## config.mk

```make
export PLATFORM = sky130hd
export DESIGN_NAME = life_sequencer
export DESIGN_NICKNAME = d
export VERILOG_FILES = /design/src/rtl/life_sequencer.sv
export SDC_FILE = /design/constraint.sdc
export NUM_CORES = 1
export LEC_CHECK = 0
export BUFFER_PORTS_ARGS = -buffer_cell sky130_fd_sc_hd__clkbuf_2
export CAP_MARGIN = 20
export CORE_UTILIZATION = 40
export CTS_BUF_LIST = sky130_fd_sc_hd__clkbuf_8
export DETAILED_ROUTE_END_ITERATION = 7
export GPL_ROUTABILITY_DRIVEN = 0
export GPL_TIMING_DRIVEN = 0
export PLACE_DENSITY_LB_ADDON = 0.3
export SLEW_MARGIN = 20
export SYNTH_ARGS = -nofsm -noshare
export SYNTH_HDL_FRONTEND = slang
export SYNTH_SLANG_ARGS = --single-unit
```

## constraint.sdc

```tcl
create_clock -name clk -period 3.3 [get_ports clk]
set_clock_uncertainty 0.2 [all_clocks]
set_input_delay 0.165 -clock clk [delete_from_list [all_inputs] [get_ports clk]]
set_output_delay 0.165 -clock clk [all_outputs]
set_load 0.01 [all_outputs]
```

## src/rtl/life_sequencer.sv

```systemverilog
// rtl/life_sequencer.sv - button-driven run/pause/step/reload sequencer for the Conway cell array
// Optional STALL_DETECT_EN: flag (and leave RUN) when a step leaves the board unchanged.
module life_sequencer #(
  parameter int N               = 8,
  parameter int TICK_PERIOD     = 8388608,
  parameter int DEBOUNCE_CYCLES = 120000,
  parameter int NUM_PATTERNS    = 4,
  parameter int GEN_W           = 16,
  localparam int PW = (NUM_PATTERNS > 1) ? $clog2(NUM_PATTERNS) : 1
) (
  input  logic             clk,
  input  logic             rst,
  input  logic             btn_run,
  input  logic             btn_step,
  input  logic             btn_load,
  input  logic [N*N-1:0]   cells_q,
  output logic             load_cells,
  output logic             step_game,
  output logic             running,
  output logic [PW-1:0]    pattern_sel,
  output logic [GEN_W-1:0] generation,
  output logic             stalled
);
  localparam int TW = (TICK_PERIOD > 1) ? $clog2(TICK_PERIOD) : 1;
  localparam int DW = $clog2(DEBOUNCE_CYCLES + 1);

  typedef enum logic [1:0] {S_LOAD, S_PAUSED, S_RUN, S_STEP} state_t;

  state_t           state_q, state_d;
  logic [PW-1:0]    pattern_q, pattern_d;
  logic [GEN_W-1:0] gen_q, gen_d;
  logic [TW-1:0]    tick_q, tick_d;
  logic             running_q;
  logic             stall_hit;

  // Button bit order: [0] run, [1] step, [2] load.
  logic [2:0]    btn_raw;
  logic [2:0]    sync1_q, sync2_q, filt_q, press_q;
  logic [DW-1:0] db_cnt_q [3];
  logic          run_ev, step_ev, load_ev;

  assign btn_raw = {btn_load, btn_step, btn_run};
  assign run_ev  = press_q[0];
  assign step_ev = press_q[1];
  assign load_ev = press_q[2];

  // The filtered level flips only after DEBOUNCE_CYCLES consecutive disagreeing samples.
  always_ff @(posedge clk) begin
    if (rst) begin
      sync1_q <= '0;
      sync2_q <= '0;
      filt_q  <= '0;
      press_q <= '0;
      for (int i = 0; i < 3; i++) db_cnt_q[i] <= '0;
    end else begin
      sync1_q <= btn_raw;
      sync2_q <= sync1_q;
      press_q <= '0;
      for (int i = 0; i < 3; i++) begin
        if (sync2_q[i] == filt_q[i]) begin
          db_cnt_q[i] <= '0;
        end else if (db_cnt_q[i] == DW'(DEBOUNCE_CYCLES - 1)) begin
          db_cnt_q[i] <= '0;
          filt_q[i]   <= sync2_q[i];
          press_q[i]  <= sync2_q[i];
        end else begin
          db_cnt_q[i] <= db_cnt_q[i] + 1'b1;
        end
      end
    end
  end

  function automatic logic [PW-1:0] next_pattern(input logic [PW-1:0] p);
    return (p == PW'(NUM_PATTERNS - 1)) ? '0 : p + 1'b1;
  endfunction

  always_comb begin
    state_d    = state_q;
    pattern_d  = pattern_q;
    gen_d      = gen_q;
    tick_d     = '0;
    load_cells = 1'b0;
    step_game  = 1'b0;
    case (state_q)
      S_LOAD: begin
        load_cells = 1'b1;
        gen_d      = '0;
        state_d    = S_PAUSED;
      end
      S_PAUSED: begin
        if (load_ev) begin
          pattern_d = next_pattern(pattern_q);
          state_d   = S_LOAD;
        end else if (run_ev) begin
          state_d = S_RUN;
        end else if (step_ev) begin
          state_d = S_STEP;
        end
      end
      S_STEP: begin
        step_game = 1'b1;
        gen_d     = gen_q + 1'b1;
        state_d   = S_PAUSED;
      end
      default: begin
        tick_d = tick_q + 1'b1;
        if (tick_q == TW'(TICK_PERIOD - 1)) begin
          step_game = 1'b1;
          gen_d     = gen_q + 1'b1;
          tick_d    = '0;
        end
        // The tick strobe above still fires when an event lands on the same cycle.
        if (load_ev) begin
          pattern_d = next_pattern(pattern_q);
          state_d   = S_LOAD;
        end else if (run_ev || stall_hit) begin
          state_d = S_PAUSED;
        end
        if (state_d != S_RUN) tick_d = '0;
      end
    endcase
  end

  always_ff @(posedge clk) begin
    if (rst) begin
      state_q   <= S_LOAD;
      pattern_q <= '0;
      gen_q     <= '0;
      tick_q    <= '0;
      running_q <= 1'b0;
    end else begin
      state_q   <= state_d;
      pattern_q <= pattern_d;
      gen_q     <= gen_d;
      tick_q    <= tick_d;
      running_q <= (state_d == S_RUN);
    end
  end

`ifdef STALL_DETECT_EN
  logic [N*N-1:0] snap_q;
  logic           chk_q;
  logic           stalled_q;

  // cells_q reflects the step one cycle after the strobe, so compare then.
  assign stall_hit = chk_q && (cells_q == snap_q);

  always_ff @(posedge clk) begin
    if (rst) begin
      snap_q    <= '0;
      chk_q     <= 1'b0;
      stalled_q <= 1'b0;
    end else begin
      chk_q <= step_game;
      if (step_game) snap_q <= cells_q;
      if (run_ev || step_ev || load_ev) stalled_q <= 1'b0;
      else if (stall_hit) stalled_q <= 1'b1;
    end
  end

  assign stalled = stalled_q;
`else
  logic unused_cells;
  assign unused_cells = ^cells_q;
  assign stall_hit    = 1'b0;
  assign stalled      = 1'b0;
`endif

  assign running     = running_q;
  assign pattern_sel = pattern_q;
  assign generation  = gen_q;
endmodule
```

## Word-level counts from Yosys, hierarchy flattened

Memory sizes are Yosys's and may differ from the RTL's.
Index checks and enable logic that the tools add are counted.

| operators by class | value |
|---|---|
| add/sub/neg operators | 6 |
| eq/ne operators | 12 |
| muxes and demuxes | 57 |
| bitwise operators | 17 |
| reduce and logical (&&, ||, !) cells | 14 |

Operator list:

| cell | number |
|---|---|
| 17-bit 2-to-1 mux | 9 |
| 17-bit by 1-bit adder with 17-bit output (second input constant) | 3 |
| 17-bit equality test (second input constant) | 3 |
| 16-bit one-hot mux with 3 select lines | 1 |
| 1-bit 2-to-1 mux | 37 |
| 23-bit by 1-bit adder with 23-bit output (second input constant) | 1 |
| 23-bit equality test (second input constant) | 1 |
| 16-bit by 1-bit adder with 16-bit output (second input constant) | 1 |
| 16-bit 2-to-1 mux | 1 |
| 2-bit 2-to-1 mux | 7 |
| 3-bit OR reduction | 4 |
| 2-bit AND reduction | 5 |
| 1-bit OR | 9 |
| 1-bit NOT | 8 |
| 2-bit equality test (second input constant) | 3 |
| 6-bit OR reduction | 1 |
| 2-bit one-hot mux with 2 select lines | 1 |
| 2-bit OR reduction | 2 |
| 1-bit equality test | 3 |
| 3-bit nonzero test | 1 |
| 2-bit by 1-bit adder with 2-bit output (second input constant) | 1 |
| 2-bit by 1-bit equality test with 1-bit output (second input constant) | 1 |
| 2-bit zero test | 1 |
| 2-bit inequality test (second input constant) | 1 |
| 1-bit one-hot mux with 2 select lines | 1 |

| storage, ports and cells | value |
|---|---|
| flip-flop bits (word level) | 56 |
| bits in writable memories | 51 |
| word-level logic and storage cells | 120 |
| memories kept | 1 |

Memory list:

| name | words | bits a word | rd ports | clocked after Yosys merged registers in | write ports | RTL line | RTL |
|---|---|---|---|---|---|---|---|
| db_cnt_q | 3 | 17 | 3 | 0 | 3 | 39 | `logic [DW-1:0] db_cnt_q [3];` |

## Depth between registers and ports, before layout

An unclocked memory read counts as a cell.

| logic depth | value |
|---|---|
| word-level depth | 8 |
| mapped depth | 8 |
| mapped depth without buffers | 6 |

## Worst setup path after synthesis

No wires, ideal clock.

| timing path | value |
|---|---|
| path type | reg-to-reg |
| start | mem db_cnt_q[0][0] in the netlist's numbering |
| end | mem db_cnt_q[0][14] in the netlist's numbering, data pin |
| data arrival time | 1796 ps |
| required time | 2846 ps |
| path slack | 1050 ps |
| stages on the path, launching flop included | 9 |
| path buffers | 2 |
| clock period less this slack | 2250 ps |
| cell sequence | edfxtp_1 -> ha_1 -> and4_1 -> nand2_1 -> nor4_1 -> or3_1 -> buf_4 -> buf_4 -> nor2_1 |

RTL lines:

| what | RTL line |
|---|---|
| start, declared | 39 |

==> results by group <==
Placement
  • IO Port Bufs: 24
  • Dpl cell area: 0.00583 mm²
  • Dpl ws: 0.681 ns
  • Placed insts: 795
  • Detailed-placement wirelength estimate: 7.15 mm

Die
  • Row cnt: 41
  • IO Pins: 91
  • Die Span Y: 117 µm
  • Total Die Area: 0.0137 mm²
  • Core Area: 0.0128 mm²
  • Die Wd: 117 µm
  • Initial Util: 41.6%

Critical path
  • CP Buf/Inv Count: 2
  • Crit. path cell count: 8
  • Worst reg2reg path depth: 8
  • Worst path top cell family by delay: simple AND/OR/NAND/NOR gates
  • Reg-to-Reg Start: db_cnt_q[1][0]
  • Crit Path Class: register to register
  • Reg2reg end: db_cnt_q[1][13]
  • Setup crit start kind: register
  • Slowest cell on crit path: edfxtp_1
  • Req. time, crit path: 3.22 ns
  • CP Capture Type: register
  • CP arrival: 2.54 ns
  • Critical path cell sequence: ha_1 > nand4_1 > nor2_1 > nand4_1 > nand2b_1 > clkbuf_1 > clkbuf_1 > nor2_1
  • Worst Setup EP: db_cnt_q[1][13]
  • CP max FO: 10
  • Reg2Reg Setup Slack: 0.68 ns
  • Crit path largest cell delay: 0.40 ns
  • Launch point of the worst path: db_cnt_q[1][0]

Pwr
  • Clock power frac: 34.5%
  • Static Leak: 2.12 nW
  • Seq pwr share: 60.5%
  • Power share of the combinational group: 5.0%
  • Power density over cell area: 397 mW/mm²
  • Sw power: 0.579 mW
  • Internal power: 1.83 mW
  • Max VDD drop: 233 µV
  • Switching Fraction: 24.1%

GRT
  • Vias in the first global route: 3,847
  • Gr usage total: 15.6%
  • Largest net degree at the start of global routing: 19
  • GR Overflow Total: 0
  • Initial antenna violation count: 0
  • First-pass GRT wire length: 16.8 mm

Clock network
  • Clock slew at reported path FFs: 0.11 ns
  • CTS root buffer: clkbuf_8
  • Max clock buf depth: 2
  • CTS tree: yes
  • Cts bufs inserted: 9
  • Depth of the CTS H-tree: 3
  • Post-CTS setup buffer count: 0
  • Clk_lat worst skew: 0.38 ns
  • # clock sinks: 107

Detailed routing
  • Drt first-iter violations: 183
  • Total Wirelength: 9.99 mm
  • ANT nets after route: 0
  • Avg WL per Cell: 12.3 µm
  • Via/cell ratio: 4.99
  • Number of remaining DRC errors: 0
  • Total number of vias: 4,061
  • TritonRoute pass-1 iters: 5

Synth
  • Largest family of logic cells by synthesized area: simple AND/OR/NAND/NOR gates
  • Post-synth top area cell: edfxtp_1
  • Post-synth top cells: nor2_1 (101), dfxtp_1 (56), edfxtp_1 (51)
  • Synth top area share: 28.8%
  • Top post-synthesis cells by area: edfxtp_1 (29%), dfxtp_1 (21%), nor2_1 (7.1%), xor2_1 (6.3%), xnor2_1 (5.1%)
  • Synth Flop Type: dfxtp_1
  • Synth Area in Compound Gates: 6.12%
  • Synth Instances: 549
  • Unique cell type count in the Yosys netlist: 48
  • Post-synthesis sequential area ratio: 49.9%
  • Simple-gate portion of the synthesized area: 26.5%
  • Adder-Cell Fraction of Synth Area: 2.59%
  • Flops & latches, synth: 107
  • Multiplexer share of the synthesized area: 0.565%
  • Top-count cell post-synth: nor2_1
  • XOR/XNOR Fraction of Synth Area: 11.4%
  • Mapped Area: 0.00531 mm²
  • Post-synth EDFFs: 51
  • Synth Area per Inst: 9.67 µm²
  • Synth async-reset ratio: 0%
  • Syn. warnings: 0

Timing
  • Fin Setup TNS: 0 ns
  • Slew headroom: 35.4%
  • RSZ-0062 raised after global routing: no
  • Final Hold Viols: 0
  • Final Setup Violations: 0
  • Peak Freq: 381 MHz
  • Max Slew Vio Count: 0
  • Final Cycle Share: 79.5%
  • Post-route minimum period: 2.62 ns
  • Worst setup margin: 0.676 ns
  • Worst Max-Slew Pin Slew: 0.955 ns

Cells and area
  • Sequential cell area: 0.00265 mm²
  • Diodes inserted: 0
  • Final std cells w/o fill: 814
  • Nets: 717
  • Area Growth Syn to Fin: 14.2%
  • Fillers: 1,231
  • Share of cells above drive strength 1: 9.35%
  • Cell area after layout: 0.00606 mm²
  • Multi-input gate area: 0.00270 mm²
  • Final Util: 47.5%

Run status
  • Status: complete, no violations

Flow run
  • Number of max-cap violations: 0

Hold path
  • Hold Path Class: input pin to register
cell type report:
type	count	share of cell area (%)
Buffer	19	1.59
Sequential cell	107	43.7
Clock buffer	9	2.04
Inverter	13	0.805
Tap cell	172	3.55
Clock inverter	7	1.26
Timing Repair Buffer	27	2.48
Multi-Input combinational cell	460	44.5
power by group through the flow:
stage	registers (mW)	logic, mW	clock network [mW]
floorplan	1.48	0.0895	0
global placement	1.48	0.114	0
detailed placement	1.48	0.115	0
CTS	1.45	0.119	0.850
global route	1.46	0.138	0.901
finish	1.45	0.121	0.830
metal layers:
layer	global-route usage [%]	wire length, µm	vias to the layer above	share of wire, %
met5	0	0	-	0
met4	5.82	155	0	1.6
met3	3.55	427	12	4.3
met2	25.1	4500	76	45
met1	20.5	4910	1907	49
li1	-	-	2066	-
worst reg2reg max path, cell delays in order, from the launching register on:
cell      delay [ns]
edfxtp_1        0.40
ha_1            0.23
nand4_1         0.17
nor2_1          0.24
nand4_1         0.24
nand2b_1        0.13
clkbuf_1        0.27
clkbuf_1        0.39
nor2_1          0.12
sequential cells by signal (all words and copies together), names as in the netlist:
| register | count |
|---|---|
| press_q | 3 |
| state_q | 2 |
| filt_q | 3 |
| sync1_q | 3 |
| pattern_sel | 2 |
| running | 1 |
| sync2_q | 3 |
| db_cnt_q | 51 |
| tick_q | 23 |
| generation | 16 |
logic make-up after synthesis:
logic type,count (synthesis)
muxes,3
xor gates and xnor gates,69
AOI/OAI and AO/OA,52
buffers and inverters,32
other,2
and+or+nand+nor,273
DFF,107
adders and majority gates,11
timing repair:
item | 4_1_cts | 5_1_grt
hold buffers | 3 | 0
gates resized for setup | 0 | 0
endpoints found under the hold margin | 3 | 0
endpoints found under the setup margin | 0 | 0
how the worst min path moves through the flow:
stage                     slack (ns)  startpoint          to  cells after the start
final                           0.08         rst  press_q[0]                      3
after global routing            0.12         rst  press_q[0]                      3
after CTS                       0.08         rst  press_q[0]                      3
after detailed placement        0.21    btn_step  sync1_q[1]                      2
after global placement          0.21    btn_step  sync1_q[1]                      2
after floorplan                 0.09     btn_run  sync1_q[0]                      1
stage by stage:
stage                     total power, mW  hold slack [ns]
final                                2.40           0.0802
after global routing                 2.50            0.116
after CTS                            2.42           0.0768
after detailed placement             1.60            0.210
after global placement               1.60            0.206
after floorplan                      1.57           0.0932
cells in the final DEF, fill, tap and decap left out, drive strengths merged, types with 4 or more instances in the layout:
master / n
nor2: 102
dfxtp: 56
conb: 52
edfxtp: 51
clkbuf: 44
xor2: 38
nand2: 36
nand3: 33
xnor2: 31
nand4: 23
a21oi: 19
o21ai: 17
inv: 15
and3: 14
ha: 11
nor4: 11
or4: 10
nor2b: 9
and4: 8
buf: 8
nor3: 7
a31oi: 6
nand2b: 4
clkinv: 4
No activity file was read; power rests on OpenSTA's default activity.
